### src/rtl/masked_random_source_pkg.sv
// Shared constants, types and helper functions for the masked S-box randomness source.
package masked_random_source_pkg;

    localparam int unsigned LFSR_WIDTH = 32;
    // Feedback taps for x^32 + x^22 + x^2 + x + 1: state bits 31, 21, 1, 0.
    localparam logic [LFSR_WIDTH-1:0] LFSR_TAPS = 32'h8020_0003;

    typedef enum logic {
        STAGE_HPC1,
        STAGE_HPC3
    } stage_type_t;

    localparam stage_type_t DEFAULT_STAGE_TYPE = STAGE_HPC1;

    typedef enum logic [1:0] {
        SEED,
        WARMUP,
        RUN
    } rng_state_t;

    // Fresh bits one masked Canright inverse consumes per evaluation.
    function automatic int unsigned num_canright_inv_random(input int unsigned shares,
                                                            input stage_type_t stage);
        int unsigned pairs;
        pairs = shares * (shares - 1) / 2;
        return (stage == STAGE_HPC3) ? 36 * pairs : 18 * pairs;
    endfunction

    function automatic int unsigned num_random_lanes(input int unsigned width);
        return (width + LFSR_WIDTH - 1) / LFSR_WIDTH;
    endfunction

    function automatic logic [LFSR_WIDTH-1:0] lfsr32_advance(input logic [LFSR_WIDTH-1:0] state,
                                                             input int unsigned steps);
        logic [LFSR_WIDTH-1:0] s;
        s = state;
        for (int unsigned i = 0; i < steps; i++) begin
            s = {s[LFSR_WIDTH-2:0], ^(s & LFSR_TAPS)};
        end
        return s;
    endfunction

endpackage

### src/rtl/masked_random_source_lane.sv
// One 32-bit Fibonacci LFSR lane: serial seed load, 32-step advance, or hold.
module lfsr32_lane
    import masked_random_source_pkg::*;
(
    input  logic                  clk_i,
    input  logic                  rst_i,
    input  logic                  load_i,
    input  logic [LFSR_WIDTH-1:0] load_data_i,
    input  logic                  advance_i,
    output logic [LFSR_WIDTH-1:0] state_o
);

    logic [LFSR_WIDTH-1:0] state_q, state_d;

    always_comb begin
        state_d = state_q;
        if (load_i) begin
            // The all-zero state is a fixed point of the LFSR, so it is never loaded.
            state_d = (load_data_i == '0) ? LFSR_WIDTH'(1) : load_data_i;
        end else if (advance_i) begin
            state_d = lfsr32_advance(state_q, LFSR_WIDTH);
        end
    end

    always_ff @(posedge clk_i) begin
        if (rst_i) begin
            state_q <= '0;
        end else begin
            state_q <= state_d;
        end
    end

    assign state_o = state_q;

endmodule

### src/rtl/masked_random_source.sv
// Seeded, warmed-up LFSR bank presenting one never-reused random word per consumer take.
module masked_random_source
    import masked_random_source_pkg::*;
#(
    parameter int unsigned NUM_SHARES    = 2,
    parameter stage_type_t STAGE_TYPE    = DEFAULT_STAGE_TYPE,
    parameter int unsigned OUT_WIDTH     = num_canright_inv_random(NUM_SHARES, STAGE_TYPE),
    parameter int unsigned WARMUP_CYCLES = 16
) (
    input  logic                 in_clock,
    input  logic                 in_reset,
    input  logic [31:0]          in_seed_data,
    input  logic                 in_seed_valid,
    output logic                 out_seed_ready,
    input  logic                 in_reseed,
    output logic [OUT_WIDTH-1:0] out_random,
    output logic                 out_valid,
    input  logic                 in_take
);

    localparam int unsigned NUM_LANES = num_random_lanes(OUT_WIDTH);
    localparam int unsigned IDX_W     = (NUM_LANES > 1) ? $clog2(NUM_LANES) : 1;
    localparam int unsigned CNT_W     = (WARMUP_CYCLES > 1) ? $clog2(WARMUP_CYCLES + 1) : 1;
    localparam logic [IDX_W-1:0] LAST_IDX = IDX_W'(NUM_LANES - 1);
    localparam logic [CNT_W-1:0] CNT_INIT = CNT_W'(WARMUP_CYCLES);

    if (WARMUP_CYCLES < 1) begin : g_bad_warmup
        $error("masked_random_source: WARMUP_CYCLES must be at least 1");
    end

    rng_state_t             state_q, state_d;
    logic [IDX_W-1:0]       idx_q, idx_d;
    logic [CNT_W-1:0]       cnt_q, cnt_d;
    logic                   accept;
    logic                   advance;
    logic [NUM_LANES-1:0]   load_lane;
    logic [NUM_LANES*LFSR_WIDTH-1:0] lanes_flat;

    always_comb begin
        state_d = state_q;
        idx_d   = idx_q;
        cnt_d   = cnt_q;
        accept  = 1'b0;
        advance = 1'b0;
        unique case (state_q)
            SEED: begin
                if (in_seed_valid) begin
                    accept = 1'b1;
                    idx_d  = idx_q + 1'b1;
                    if (idx_q == LAST_IDX) begin
                        state_d = WARMUP;
                        idx_d   = '0;
                        cnt_d   = CNT_INIT;
                    end
                end
            end
            WARMUP: begin
                advance = 1'b1;
                cnt_d   = cnt_q - 1'b1;
                if (in_reseed) begin
                    state_d = SEED;
                    idx_d   = '0;
                end else if (cnt_q == CNT_W'(1)) begin
                    state_d = RUN;
                end
            end
            RUN: begin
                // A take coinciding with a reseed still consumes the current word.
                advance = in_take;
                if (in_reseed) begin
                    state_d = SEED;
                    idx_d   = '0;
                end
            end
            default: begin
                state_d = SEED;
                idx_d   = '0;
                cnt_d   = '0;
            end
        endcase
    end

    always_ff @(posedge in_clock) begin
        if (in_reset) begin
            state_q <= SEED;
            idx_q   <= '0;
            cnt_q   <= '0;
        end else begin
            state_q <= state_d;
            idx_q   <= idx_d;
            cnt_q   <= cnt_d;
        end
    end

    always_comb begin
        load_lane = '0;
        for (int unsigned i = 0; i < NUM_LANES; i++) begin
            load_lane[i] = accept && (idx_q == IDX_W'(i));
        end
    end

    for (genvar g = 0; g < NUM_LANES; g++) begin : g_lane
        lfsr32_lane u_lane (
            .clk_i       (in_clock),
            .rst_i       (in_reset),
            .load_i      (load_lane[g]),
            .load_data_i (in_seed_data),
            .advance_i   (advance),
            .state_o     (lanes_flat[g*LFSR_WIDTH +: LFSR_WIDTH])
        );
    end

    if (NUM_LANES * LFSR_WIDTH > OUT_WIDTH) begin : g_tail
        logic unused_tail;
        assign unused_tail = ^lanes_flat[NUM_LANES*LFSR_WIDTH-1:OUT_WIDTH];
    end

    assign out_seed_ready = (state_q == SEED);
    assign out_valid      = (state_q == RUN);
    assign out_random     = out_valid ? lanes_flat[OUT_WIDTH-1:0] : '0;

endmodule

### config.mk
export PLATFORM = sky130hd
export DESIGN_NAME = masked_random_source
export DESIGN_NICKNAME = d
export VERILOG_FILES = /design/src/rtl/masked_random_source_pkg.sv /design/src/rtl/masked_random_source_lane.sv /design/src/rtl/masked_random_source.sv
export SDC_FILE = /design/constraint.sdc
export NUM_CORES = 1
export LEC_CHECK = 0
export CORE_AREA = 2 2 96 117
export CTS_CLUSTER_DIAMETER = 50
export DETAILED_ROUTE_END_ITERATION = 16
export DIE_AREA = 0 0 98 119
export HOLD_SLACK_MARGIN = 0.12
export SETUP_SLACK_MARGIN = 0.2
export SLEW_MARGIN = 15
export SYNTH_ARGS = -nofsm -noshare
export SYNTH_HDL_FRONTEND = slang
export SYNTH_SLANG_ARGS = --single-unit
### constraint.sdc
create_clock -name in_clock -period 4 [get_ports in_clock]
set_input_delay 0.8 -clock in_clock [delete_from_list [all_inputs] [get_ports in_clock]]
set_output_delay 0.8 -clock in_clock [all_outputs]
set_load 0.02 [all_outputs]
==> summary.txt <==
Yosys
  • Most used DFF post-synth: dfxtp_1
  • Top-area cell type share of the netlist area: 0.252
  • Count leader, synth: xnor2_1
  • Synth Register Bits: 39
  • Dominant cells by area after synthesis: dfxtp_1 25%, xnor2_1 20%, xor2_1 6.8%
  • Post-synthesis sequential area ratio: 0.252
  • Syn avg cell area: 9.02 um^2
  • Syn. warnings: 0
  • Post-Synthesis Cells: 344
  • Synth top cells by count: 71 x xnor2_1, 45 x nor2_1, 39 x dfxtp_1
  • EDFF count, synth: 0
  • Synthesized cell area: 0.00310 mm^2
  • Cell variety after synth: 40
  • Syn Nets: 386
  • Async S/R FF share, synth: 0
  • Leading area contributor after synthesis: dfxtp_1

Finish
  • Share of cells above drive strength 1: 0.0783
  • P&R area growth vs syn: 28.1%
  • # nets final: 437
  • Number of diodes: 0

Timing
  • Max Freq: 308 MHz
  • RSZ-0062 raised after global routing: false
  • Final period utilization: 0.813
  • Slew Viols, Final: 0
  • Slew HR: 0.460
  • Final Skew: 0.00771 ns
  • Final setup fails: 0
  • Actual transition at the worst max-transition pin: 0.810 ns
  • TNS Setup: 0 ns
  • Final count of hold timing violations: 0
  • Min Tclk post-route: 3.25 ns

Critical path
  • Crit-path max FO: 7
  • Critical Path RT: 4.17 ns
  • Critical path type: register to register
  • Critical Path Source Type: register
  • CP Data Arrival Time: 3.42 ns
  • Critical path capture point type: register
  • Worst R2R Path Depth: 9

Placed design
  • Post-DP HPWL: 7150 um
  • IO Port Bufs: 56
  • GPL Wtd Cong: 0.892

CTS
  • Worst-Skew Late Latency: 0.29 ns
  • Post_cts resized: 0
  • CTS max path bufs: 2
  • Clk root buf: clkbuf_16
  • TritonCTS clock tree: yes
  • CTS buffer count: 5
  • Postcts setup bufs: 0
  • H-tree levels: 2
  • Hold_buf cts: 0
  • Clock Sinks: 39
  • Clk pin slew, worst setup/hold paths: 0.06 ns

Detailed routing
  • Residual DRC count: 0
  • Drt first pass iters: 5
  • DR iter-0 viols: 221
  • Post-DR wirelength/cell: 17.6 um
  • ANT nets after route: 0
  • Via Count: 2,661
  • Routed WL: 9300 um
  • Number of vias per cell: 5.04

Floorplan
  • Die width: 98 um
  • Core Region: 0.0107 mm^2
  • Initial Utilization: 0.291
  • Die ar.: 0.0117 mm^2
  • DIE HEIGHT: 119 um
  • Num rows: 42
  • I/O Pins: 57

Run
  • Max Cap Viol: 0

Global routing
  • Largest net degree at the start of global routing: 34
  • Initial antenna violation count: 0
  • Congestion Overflow GR: 0
  • Vias in the first global route: 2,750
  • First-pass GRT wire length: 14,800 um
  • GRT Overall Usage: 0.161

Status
  • Status: finished clean

Hold path
  • HP Class: register to register
  • Hold Path Stages: 2
-- kinds of logic (layout without fill, tap and decap cells) --
| group | count (synthesis) | count (layout) | synth area share |
|---|---|---|---|
| xor+xnor | 115 | 115 | 0.406 |
| simple gates | 104 | 104 | 0.161 |
| compound gates | 59 | 59 | 0.135 |
| flops | 39 | 39 | 0.252 |
| buf+inv | 22 | 74 | 0.0270 |
| fa+ha+maj | 5 | 5 | 0.0202 |
-- placed cells by master, fill, tap and decap left out, drive strengths merged --
cell and count:
xnor2 79, clkdlybuf4s50 56, nor2 45, dfxtp 39
xor2 28, and2 20, a21oi 17, nor3 12
nand2 10, nor4 9, o21ai 9, a222oi 9
a211oi 8, a221oi 7, xnor3 7, buf 6
ha 5, clkbuf 5, inv 4, a21o 2
nand4 2, a22oi 2, nand2b 2, clkinv 2
a311oi 1, xor3 1, and3 1, o22ai 1
nor2b 1, a211o 1, nand3 1, a2111oi 1
o21bai 1, nand3b 1, bufinv 1
-- final cells by class --
class | instances | area, um^2
clock buffers | 5 | 125
clock inverters | 3 | 43.8
fillers | 1096 | 6690
inverters | 4 | 15.0
multi-input cells | 283 | 2240
flip-flops and latches | 39 | 781
well taps | 132 | 165
repair buffers | 62 | 606
-- registers in the layout, indices dropped and copies added (netlist names) --
register,count
cnt_q,5
g_lane.u_lane.state_o,32
state_q,2
-- per-stage QoR --
stage | setup slack, ns | hold WS (ns) | utilization | instance area [um^2] | instances
3_3_place_gp | 0.761 | 0.498 | 0.357 | 3810 | 520
4_1_cts | 0.758 | 0.508 | 0.373 | 3980 | 528
6_report | 0.749 | 0.508 | 0.373 | 3980 | 528
5_1_grt | 0.602 | 0.528 | 0.373 | 3980 | 528
2_1_floorplan | 1.03 | 0.469 | - | 3100 | 344
3_5_place_dp | 0.754 | 0.500 | 0.357 | 3810 | 520
-- path summary, 6_finish.rpt --
check / start / end / slack, ns
max: g_lane[0].u_lane.state_o[0]$_SDFFE_PP0P_ / g_lane[0].u_lane.state_o[2]$_SDFFE_PP0P_ / 0.75
min: g_lane[0].u_lane.state_o[25]$_SDFFE_PP0P_ / g_lane[0].u_lane.state_o[25]$_SDFFE_PP0P_ / 0.51
max reg2reg: g_lane[0].u_lane.state_o[0]$_SDFFE_PP0P_ / g_lane[0].u_lane.state_o[2]$_SDFFE_PP0P_ / 0.75
min reg2reg: g_lane[0].u_lane.state_o[25]$_SDFFE_PP0P_ / g_lane[0].u_lane.state_o[25]$_SDFFE_PP0P_ / 0.51
-- per-layer routing --
metal | part of all wire | GRT usage | wire [um] | vias up
met2 | 0.52 | 0.295 | 4870 | 83
met5 | 0 | 0 | 0 | -
li1 | - | - | - | 1286
met4 | 0.032 | 0.0634 | 300 | 0
met3 | 0.044 | 0.0258 | 410 | 22
met1 | 0.40 | 0.185 | 3730 | 1270
-- critical path, stage by stage (launching register included) --
cell and delay (ns):
dfxtp_1 0.48, xnor3_2 0.48, xor2_4 0.31, xnor3_4 0.67, xnor2_4 0.32, xnor2_4 0.15
xnor2_2 0.19, xor2_1 0.15, a222oi_1 0.32, nor2_1 0.07
Power is not shown: default switching activity piles up to over one toggle a cycle in this logic, so the estimate is an artifact.
